[src/rtl/cpu_test_pkg.sv]
// ============================================================================
// Module      : cpu_test_pkg
// Description : Shared FSM states, end-of-test defaults and signature helper.
// Revision    : 1.0
// ============================================================================
`default_nettype none

package cpu_test_pkg;

    typedef enum logic [1:0] {
        ST_RUN   = 2'd0,
        ST_SCAN  = 2'd1,
        ST_DRAIN = 2'd2,
        ST_DONE  = 2'd3
    } state_e;

    localparam int unsigned C_MAGIC_REG   = 11;
    localparam logic [31:0] C_MAGIC_VAL   = 32'h0000_C0DE;
    localparam int unsigned C_TIMEOUT_CYC = 50;
    localparam int unsigned C_NUM_REGS    = 32;

    // Commit-order signature step: rotate left by one, fold in data and index.
    function automatic logic [31:0] sig_next(input logic [31:0] sig,
                                             input logic [4:0]  rd,
                                             input logic [31:0] wdata);
        return {sig[30:0], sig[31]} ^ wdata ^ {27'b0, rd};
    endfunction

endpackage

`default_nettype wire

[src/rtl/reg_signoff_monitor_if.sv]
// ============================================================================
// Module      : reg_signoff_monitor_if
// Description : Writeback, debug-read, ROM and result signals of the monitor.
//               Optional sig output exists when REG_SIGNOFF_SIG_HASH_EN is set.
// Revision    : 1.0
// ============================================================================
`default_nettype none

interface reg_signoff_monitor_if;
    logic        wb_we;
    logic [4:0]  wb_rd;
    logic [31:0] wb_wdata;
    logic [4:0]  reg_raddr;
    logic [31:0] reg_rdata;
    logic [4:0]  exp_addr;
    logic [31:0] exp_data;
    logic        halt_req;
    logic        done;
    logic        pass;
    logic        timeout;
    logic [5:0]  mismatch_cnt;
    logic [4:0]  first_bad;
    logic [31:0] cycle_cnt;
`ifdef REG_SIGNOFF_SIG_HASH_EN
    logic [31:0] sig;
`endif

    modport master (
`ifdef REG_SIGNOFF_SIG_HASH_EN
        input  sig,
`endif
        output wb_we, wb_rd, wb_wdata, reg_rdata, exp_data,
        input  reg_raddr, exp_addr, halt_req, done, pass, timeout,
               mismatch_cnt, first_bad, cycle_cnt
    );

    modport slave (
`ifdef REG_SIGNOFF_SIG_HASH_EN
        output sig,
`endif
        input  wb_we, wb_rd, wb_wdata, reg_rdata, exp_data,
        output reg_raddr, exp_addr, halt_req, done, pass, timeout,
               mismatch_cnt, first_bad, cycle_cnt
    );
endinterface

`default_nettype wire

[src/rtl/reg_signoff_monitor_scan_cmp.sv]
// ============================================================================
// Module      : reg_scan_cmp
// Description : Register scan sequencer, read-data alignment, comparator,
//               saturating mismatch counter and first-failure capture.
// Revision    : 1.0
// ============================================================================
`default_nettype none

module reg_scan_cmp
    import cpu_test_pkg::*;
#(
    parameter int unsigned NUM_REGS = C_NUM_REGS
) (
    input  wire logic        clk,
    input  wire logic        reset,
    input  wire logic        i_start,
    input  wire logic [31:0] i_rdata,
    input  wire logic [31:0] i_exp_data,
    output logic [4:0]       o_addr,
    output logic             o_issue_last,
    output logic             o_done,
    output logic [5:0]       o_mismatch_cnt,
    output logic [4:0]       o_first_bad
);

    localparam logic [4:0] C_LAST    = 5'(NUM_REGS - 1);
    localparam logic [5:0] C_CNT_MAX = 6'(NUM_REGS);

    logic        r_issuing;
    logic        r_cmp_valid;
    logic [4:0]  r_idx;
    logic [4:0]  r_cmp_idx;
    logic [31:0] r_rdata;
    logic [5:0]  r_cnt;
    logic [4:0]  r_first;
    logic        w_mismatch;

    // Register data is delayed one cycle so it lines up with the ROM output.
    assign w_mismatch = r_cmp_valid && (r_rdata != i_exp_data);

    always_ff @(posedge clk) begin
        if (reset) begin
            r_issuing   <= 1'b0;
            r_cmp_valid <= 1'b0;
            r_idx       <= '0;
            r_cmp_idx   <= '0;
            r_rdata     <= '0;
            r_cnt       <= '0;
            r_first     <= '0;
        end else begin
            r_cmp_valid <= r_issuing;
            r_cmp_idx   <= r_idx;
            r_rdata     <= i_rdata;
            if (i_start) begin
                r_issuing <= 1'b1;
                r_idx     <= '0;
            end else if (r_issuing) begin
                if (r_idx == C_LAST) begin
                    r_issuing <= 1'b0;
                end else begin
                    r_idx <= r_idx + 5'd1;
                end
            end
            if (w_mismatch) begin
                if (r_cnt != C_CNT_MAX) begin
                    r_cnt <= r_cnt + 6'd1;
                end
                if (r_cnt == 6'd0) begin
                    r_first <= r_cmp_idx;
                end
            end
        end
    end

    assign o_addr         = r_idx;
    assign o_issue_last   = r_issuing && (r_idx == C_LAST);
    assign o_done         = r_cmp_valid && (r_cmp_idx == C_LAST);
    assign o_mismatch_cnt = r_cnt;
    assign o_first_bad    = r_first;

endmodule

`default_nettype wire

[src/rtl/reg_signoff_monitor.sv]
// ============================================================================
// Module      : reg_signoff_monitor
// Description : End-of-test checker: RUN/timeout FSM, halt request and result
//               reporting. REG_SIGNOFF_SIG_HASH_EN adds a commit signature.
// Revision    : 1.0
// ============================================================================
`default_nettype none

module reg_signoff_monitor
    import cpu_test_pkg::*;
#(
    parameter int unsigned MAGIC_REG   = C_MAGIC_REG,
    parameter logic [31:0] MAGIC_VAL   = C_MAGIC_VAL,
    parameter int unsigned TIMEOUT_CYC = C_TIMEOUT_CYC,
    parameter int unsigned NUM_REGS    = C_NUM_REGS
) (
    input  wire logic            clk,
    input  wire logic            reset,
    reg_signoff_monitor_if.slave bus
);

    localparam logic [4:0]  C_MAGIC_RD = 5'(MAGIC_REG);
    localparam logic [31:0] C_TO_LAST  = 32'(TIMEOUT_CYC - 1);

    state_e      r_state;
    state_e      w_state_nxt;
    logic [31:0] r_cycle_cnt;
    logic        r_timeout;
    logic        w_magic;
    logic        w_scan_start;
    logic        w_timeout_set;
    logic        w_issue_last;
    logic        w_scan_done;
    logic [4:0]  w_addr;
    logic [5:0]  w_mismatch_cnt;
    logic [4:0]  w_first_bad;

    // x0 writes never count as the end-of-test marker.
    assign w_magic = bus.wb_we && (bus.wb_rd != 5'd0) &&
                     (bus.wb_rd == C_MAGIC_RD) && (bus.wb_wdata == MAGIC_VAL);

    always_comb begin
        w_state_nxt   = r_state;
        w_scan_start  = 1'b0;
        w_timeout_set = 1'b0;
        case (r_state)
            ST_RUN: begin
                if (w_magic) begin
                    w_state_nxt  = ST_SCAN;
                    w_scan_start = 1'b1;
                end else if (r_cycle_cnt == C_TO_LAST) begin
                    w_state_nxt   = ST_SCAN;
                    w_scan_start  = 1'b1;
                    w_timeout_set = 1'b1;
                end
            end
            ST_SCAN:  if (w_issue_last) w_state_nxt = ST_DRAIN;
            ST_DRAIN: if (w_scan_done)  w_state_nxt = ST_DONE;
            ST_DONE:  w_state_nxt = ST_DONE;
            default:  w_state_nxt = ST_RUN;
        endcase
    end

    always_ff @(posedge clk) begin
        if (reset) begin
            r_state     <= ST_RUN;
            r_cycle_cnt <= '0;
            r_timeout   <= 1'b0;
        end else begin
            r_state <= w_state_nxt;
            if (r_state == ST_RUN) begin
                r_cycle_cnt <= r_cycle_cnt + 32'd1;
            end
            if (w_timeout_set) begin
                r_timeout <= 1'b1;
            end
        end
    end

    reg_scan_cmp #(
        .NUM_REGS (NUM_REGS)
    ) u_scan_cmp (
        .clk            (clk),
        .reset          (reset),
        .i_start        (w_scan_start),
        .i_rdata        (bus.reg_rdata),
        .i_exp_data     (bus.exp_data),
        .o_addr         (w_addr),
        .o_issue_last   (w_issue_last),
        .o_done         (w_scan_done),
        .o_mismatch_cnt (w_mismatch_cnt),
        .o_first_bad    (w_first_bad)
    );

    assign bus.reg_raddr    = w_addr;
    assign bus.exp_addr     = w_addr;
    assign bus.halt_req     = (r_state != ST_RUN);
    assign bus.done         = (r_state == ST_DONE);
    assign bus.pass         = (r_state == ST_DONE) && (w_mismatch_cnt == 6'd0) && !r_timeout;
    assign bus.timeout      = r_timeout;
    assign bus.mismatch_cnt = w_mismatch_cnt;
    assign bus.first_bad    = w_first_bad;
    assign bus.cycle_cnt    = r_cycle_cnt;

`ifdef REG_SIGNOFF_SIG_HASH_EN
    logic [31:0] r_sig;

    always_ff @(posedge clk) begin
        if (reset) begin
            r_sig <= '0;
        end else if ((r_state == ST_RUN) && bus.wb_we && (bus.wb_rd != 5'd0)) begin
            r_sig <= sig_next(r_sig, bus.wb_rd, bus.wb_wdata);
        end
    end

    assign bus.sig = r_sig;
`endif

endmodule

`default_nettype wire

[src/flat_wrapper.sv]
// flat-port wrapper written by rule: the top's interface ports become plain ports
module reg_signoff_monitor_flat import cpu_test_pkg::*;
#(
    parameter int unsigned MAGIC_REG   = C_MAGIC_REG,
    parameter logic [31:0] MAGIC_VAL   = C_MAGIC_VAL,
    parameter int unsigned TIMEOUT_CYC = C_TIMEOUT_CYC,
    parameter int unsigned NUM_REGS    = C_NUM_REGS
)
  (clk, reset, bus_wb_we, bus_wb_rd, bus_wb_wdata, bus_reg_rdata, bus_exp_data, bus_reg_raddr, bus_exp_addr, bus_halt_req, bus_done, bus_pass, bus_timeout, bus_mismatch_cnt, bus_first_bad, bus_cycle_cnt);
  reg_signoff_monitor_if bus_i ();
  input  wire logic clk;
  input  wire logic reset;
  input wire logic [$bits(bus_i.wb_we)-1:0] bus_wb_we;
  input wire logic [$bits(bus_i.wb_rd)-1:0] bus_wb_rd;
  input wire logic [$bits(bus_i.wb_wdata)-1:0] bus_wb_wdata;
  input wire logic [$bits(bus_i.reg_rdata)-1:0] bus_reg_rdata;
  input wire logic [$bits(bus_i.exp_data)-1:0] bus_exp_data;
  output wire logic [$bits(bus_i.reg_raddr)-1:0] bus_reg_raddr;
  output wire logic [$bits(bus_i.exp_addr)-1:0] bus_exp_addr;
  output wire logic [$bits(bus_i.halt_req)-1:0] bus_halt_req;
  output wire logic [$bits(bus_i.done)-1:0] bus_done;
  output wire logic [$bits(bus_i.pass)-1:0] bus_pass;
  output wire logic [$bits(bus_i.timeout)-1:0] bus_timeout;
  output wire logic [$bits(bus_i.mismatch_cnt)-1:0] bus_mismatch_cnt;
  output wire logic [$bits(bus_i.first_bad)-1:0] bus_first_bad;
  output wire logic [$bits(bus_i.cycle_cnt)-1:0] bus_cycle_cnt;
  assign bus_i.wb_we = bus_wb_we;
  assign bus_i.wb_rd = bus_wb_rd;
  assign bus_i.wb_wdata = bus_wb_wdata;
  assign bus_i.reg_rdata = bus_reg_rdata;
  assign bus_i.exp_data = bus_exp_data;
  assign bus_reg_raddr = bus_i.reg_raddr;
  assign bus_exp_addr = bus_i.exp_addr;
  assign bus_halt_req = bus_i.halt_req;
  assign bus_done = bus_i.done;
  assign bus_pass = bus_i.pass;
  assign bus_timeout = bus_i.timeout;
  assign bus_mismatch_cnt = bus_i.mismatch_cnt;
  assign bus_first_bad = bus_i.first_bad;
  assign bus_cycle_cnt = bus_i.cycle_cnt;
  reg_signoff_monitor #(.MAGIC_REG(MAGIC_REG), .MAGIC_VAL(MAGIC_VAL), .TIMEOUT_CYC(TIMEOUT_CYC), .NUM_REGS(NUM_REGS)) u_core (.clk(clk), .reset(reset), .bus(bus_i));
endmodule
[config.mk]
export PLATFORM = sky130hd
export DESIGN_NAME = reg_signoff_monitor_flat
export DESIGN_NICKNAME = d
export VERILOG_FILES = /design/src/rtl/cpu_test_pkg.sv /design/src/rtl/reg_signoff_monitor_if.sv /design/src/rtl/reg_signoff_monitor_scan_cmp.sv /design/src/rtl/reg_signoff_monitor.sv /design/src/flat_wrapper.sv
export SDC_FILE = /design/constraint.sdc
export NUM_CORES = 1
export LEC_CHECK = 0
export ABC_AREA = 1
export ABC_CLOCK_PERIOD_IN_PS = 4300
export BUFFER_PORTS_ARGS = -buffer_cell sky130_fd_sc_hd__buf_2
export CORE_MARGIN = 2
export CORE_UTILIZATION = 45
export DETAILED_ROUTE_END_ITERATION = 7
export PLACE_DENSITY_LB_ADDON = 0.3
export SETUP_SLACK_MARGIN = 0.4
export SLEW_MARGIN = 15
export SYNTH_ARGS = -nofsm -noshare
export SYNTH_HDL_FRONTEND = slang
export SYNTH_SLANG_ARGS = --single-unit
[constraint.sdc]
create_clock -name clk -period 4.3 [get_ports clk]
set_clock_uncertainty 0.05 [all_clocks]
set_input_delay 0.215 -clock clk [delete_from_list [all_inputs] [get_ports clk]]
set_output_delay 0.215 -clock clk [all_outputs]
set_load 0.02 [all_outputs]
==> results <==
- The flow ran to the end, and the final reports show no timing, DRC or antenna violations.
- The slew at the pin closest to its max-slew limit is 833.0 ps.
- The maximum buffer depth of the clock tree is 2.
- The number of nets still failing antenna checks after routing is 0.
- The buffer type at the clock tree root is sky130_fd_sc_hd__clkbuf_8.
- The mapped netlist covers 4748 µm².
- The average footprint of a synthesized cell is 6.793 µm².
- STA classifies the critical path startpoint as a flop.
- The via count is 4,733.
- Data on the critical path is required at its endpoint by 4030 ps.
- The clock edge transition at the registers on the reported setup and hold paths is 90 ps.
- The number of top-level pins is 161.
- The launch point of the worst reg-to-reg path is u_core.bus.cycle_cnt[0].
- The DRC violation total after the first TritonRoute iteration is 221.
- The sequential share of the synthesized area is 37.94%.
- Row generation in the floorplan step produced 37 rows.
- The average wire per standard cell is 11.39 µm.
- The classification of the worst-slack hold path is in2reg.
- At the later pin of the worst-skew pair, clock insertion delay measures 360 ps.
- The category of the critical setup timing path is reg2out.
- The startpoint of the tightest hold check path is bus_reg_rdata[9].
- The wire length of the first global-routing pass is 19,160 µm.
- The static power due to leakage is 3.020 nW.
- Across all register-to-register paths, the minimum setup slack is 2410 ps.
- Entering global routing, the biggest net connects 48 pins.
- The endpoint of the lowest-slack register-to-register path is u_core.bus.cycle_cnt[28].
- The cell count after synthesis is 699.
- Headroom to the max-slew limit came out at 44.46%.
- In this run the worst path has a maximum fanout of 7.
- The number of buffer cells added on primary ports is 160.
- The number of synthesized register bits is 90.
- The number of warnings reported in the yosys synthesis log is 0.
- The achievable clock frequency is 489.8 MHz.
- The final count of hold timing violations is 0.
- The number of antenna diodes is 0.
- The power density of the placed cells is 275.4 nW/µm².
- The final critical-path share of the clock period is 47.48%.
- The number of antenna violations at the first check in global routing is 0.
- The initial utilization of the core area, before any placement, comes to 46.20%.
- The post-DP HPWL is 8853 µm.
- For this run, the detailed router's first-pass iteration total came to 4.
- Measured in cells, the most critical reg-to-reg path has a length of 10.
- In the routed design, unresolved DRC markers number 0.
- The number of vias per cell after detailed routing is 4.682.
- The die covers 11,390 µm².
- The leading cell type in the layout, fill and taps excluded is sky130_fd_sc_hd__buf_2.
- After the last flow step, the layout net total stands at 980.
- The die is 106.7 µm tall.
- The design draws 1.659 mW.
- The number of cells upsized or downsized after cts is 0.
- The global placement routability congestion is 0.8299.
- Global routing used 20.76% of the available tracks.
- Relative to the synthesized area, the layout overhead comes to 26.88%.
- For this design, the sink count on the clock tree is 90.
- The total clock buffers created by CTS is 9.
- The synthesized netlist net count is 809.
- The TritonCTS clock tree is built.
- STA classifies the critical path endpoint as a primary output.
- The number of different library cells in the post-synthesis netlist is 41.
- VDD sags by at most 0.1287 mV.
- For the finished layout, the period the worst path requires is 2042 ps.
- The top cell types in the final layout, fill and taps aside, are sky130_fd_sc_hd__buf_2, sky130_fd_sc_hd__inv_1, sky130_fd_sc_hd__nand2_1.
- The arrival time at the worst endpoint is 1780 ps.
- The end of the worst hold path is u_core.u_scan_cmp.r_rdata[9].
- The post-route setup TNS is 0 ps.
- The total overflow left after global routing is 0.
- The final setup violation count is 0.
- The number of global-route vias before repair is 4,426.
- The aggregate routed wire length is 11,520 µm.
- The CTS H-tree depth is 3.
- Max-cap violations in this run came to 0.
- After floorplanning, the core was sized to cover 10,280 µm².
- In the final layout, the share of cells above drive strength 1 is 23.31%.
- The number of pins with negative max-slew slack in the final report is 0.
- The cell depth of the worst min-delay path is 3.
- The die width is 106.7 µm.
- Setup repair after global routing left no endpoint under its margin.
final cells by class:
type | count | area [µm²]
sequential | 90 | 1802
multi-input combinational | 449 | 2321
inverter | 143 | 536.8
timing repair buffer | 177 | 968.4
clock inverter | 7 | 102.6
clock buffer | 9 | 123.9
fill | 996 | 4253
tap | 136 | 170.2
how the worst max path moves through the flow:
stage	startpoint	to	slack [ps]	cells after the start
global placement	reset	u_core.u_scan_cmp.o_addr[0]	2280	5
global route	u_core.u_scan_cmp.o_mismatch_cnt[0]	bus_pass	2050	7
detailed placement	reset	u_core.u_scan_cmp.o_addr[4]	2230	5
floorplan	u_core.bus.cycle_cnt[0]	u_core.bus.cycle_cnt[28]	2460	10
finish	u_core.u_scan_cmp.o_mismatch_cnt[0]	bus_pass	2260	7
CTS	u_core.u_scan_cmp.o_mismatch_cnt[0]	bus_pass	2210	7
flip-flops by register name, summed over array words and instances (netlist names):
| name | cells |
|---|---|
| u_core.u_scan_cmp.o_addr | 5 |
| u_core.u_scan_cmp.r_cmp_idx | 5 |
| u_core.u_scan_cmp.r_issuing | 1 |
| u_core.u_scan_cmp.r_rdata | 32 |
| u_core.u_scan_cmp.o_first_bad | 5 |
| u_core.u_scan_cmp.o_mismatch_cnt | 6 |
| u_core.bus.cycle_cnt | 32 |
| u_core.bus.timeout | 1 |
| u_core.r_state | 2 |
| u_core.u_scan_cmp.r_cmp_valid | 1 |
report_power, final:
group	switching (mW)	internal [mW]	leakage, nW	total, mW
Sequential	0.00996	0.851	0.734	0.861
Combinational	0.0725	0.0817	2.18	0.154
Clock	0.312	0.332	0.110	0.644
Total	0.394	1.27	3.02	1.66
logic make-up after synthesis:
group                      count (synthesis)  synth area share (%)
and+or+nand+nor                          362                 36.10
adders and majority gates                  6                 1.581
buffers and inverters                    160                 13.18
AOI/OAI and AO/OA                         52                 5.850
xor gates and xnor gates                  29                 5.349
DFF                                       90                 37.94
synth_stat cells:
master / instances / area [µm²]
sky130_fd_sc_hd__a21oi_1: 26 / 130.1
sky130_fd_sc_hd__a21oi_2: 1 / 8.760
sky130_fd_sc_hd__a221oi_1: 1 / 8.760
sky130_fd_sc_hd__a31oi_1: 1 / 6.260
sky130_fd_sc_hd__buf_1: 7 / 26.28
sky130_fd_sc_hd__buf_2: 2 / 10.01
sky130_fd_sc_hd__buf_4: 5 / 37.54
sky130_fd_sc_hd__clkbuf_1: 2 / 7.510
sky130_fd_sc_hd__clkbuf_4: 1 / 7.510
sky130_fd_sc_hd__clkinv_1: 2 / 7.510
sky130_fd_sc_hd__dfxtp_1: 90 / 1802
sky130_fd_sc_hd__ha_1: 6 / 75.07
sky130_fd_sc_hd__inv_1: 139 / 521.8
sky130_fd_sc_hd__inv_2: 2 / 7.510
sky130_fd_sc_hd__nand2_1: 135 / 506.7
sky130_fd_sc_hd__nand2_2: 1 / 6.260
sky130_fd_sc_hd__nand2_4: 3 / 33.78
sky130_fd_sc_hd__nand3_1: 29 / 145.1
sky130_fd_sc_hd__nand3_2: 2 / 20.02
sky130_fd_sc_hd__nand3_4: 2 / 35.03
sky130_fd_sc_hd__nand3b_1: 2 / 15.01
sky130_fd_sc_hd__nand3b_2: 1 / 11.26
sky130_fd_sc_hd__nand4_1: 34 / 212.7
sky130_fd_sc_hd__nor2_1: 114 / 427.9
sky130_fd_sc_hd__nor2_2: 2 / 12.51
sky130_fd_sc_hd__nor2_4: 3 / 33.78
sky130_fd_sc_hd__nor2_8: 2 / 40.04
sky130_fd_sc_hd__nor3_1: 21 / 105.1
sky130_fd_sc_hd__nor3_2: 3 / 30.03
sky130_fd_sc_hd__nor3_4: 2 / 32.53
sky130_fd_sc_hd__nor4_1: 3 / 18.77
sky130_fd_sc_hd__nor4_2: 1 / 12.51
sky130_fd_sc_hd__nor4b_1: 1 / 8.760
sky130_fd_sc_hd__o211ai_1: 1 / 7.510
sky130_fd_sc_hd__o21a_1: 1 / 7.510
sky130_fd_sc_hd__o21ai_0: 18 / 90.09
sky130_fd_sc_hd__o21ai_1: 2 / 10.01
sky130_fd_sc_hd__o21ai_2: 1 / 8.760
sky130_fd_sc_hd__or2_2: 1 / 6.260
sky130_fd_sc_hd__xnor2_1: 23 / 201.4
sky130_fd_sc_hd__xor2_1: 6 / 52.55
per-layer routing:
| metal | GRT usage, % | share of wire (%) | vias to the layer above | wire, µm |
|---|---|---|---|---|
| met3 | 3.526 | 5.4 | 21 | 626 |
| li1 | - | - | 2500 | - |
| met4 | 7.143 | 1.9 | 0 | 214 |
| met1 | 25.62 | 45 | 2085 | 5211 |
| met5 | 0 | 0 | - | 0 |
| met2 | 36.49 | 47 | 127 | 5467 |
worst max-delay path: stages (launching register included):
cell and delay, ps:
sky130_fd_sc_hd__dfxtp_1 350, sky130_fd_sc_hd__inv_1 80, sky130_fd_sc_hd__ha_1 150, sky130_fd_sc_hd__nand3_1 120
sky130_fd_sc_hd__nor3_2 330, sky130_fd_sc_hd__nand2_1 90, sky130_fd_sc_hd__nor2_1 130, sky130_fd_sc_hd__buf_2 180
what timing repair did:
action | in CTS | in global routing
setup endpoints to repair | 0 | 0
buffers inserted | 0 | 0
hold buffers | 14 | 2
endpoints found under the hold margin | 14 | 2
through the flow:
stage	hold slack [ps]	instances	setup slack [ps]	area, µm²	util [%]
floorplan	272.0	699	2465	4748	-
global placement	365.6	979	2284	5638	54.86
detailed placement	371.8	979	2232	5638	54.86
CTS	0.7792	1009	2205	6005	58.42
global route	2.438	1011	2054	6025	58.62
finish	8.112	1011	2258	6025	58.62
No activity file was read; power rests on OpenSTA's default activity.
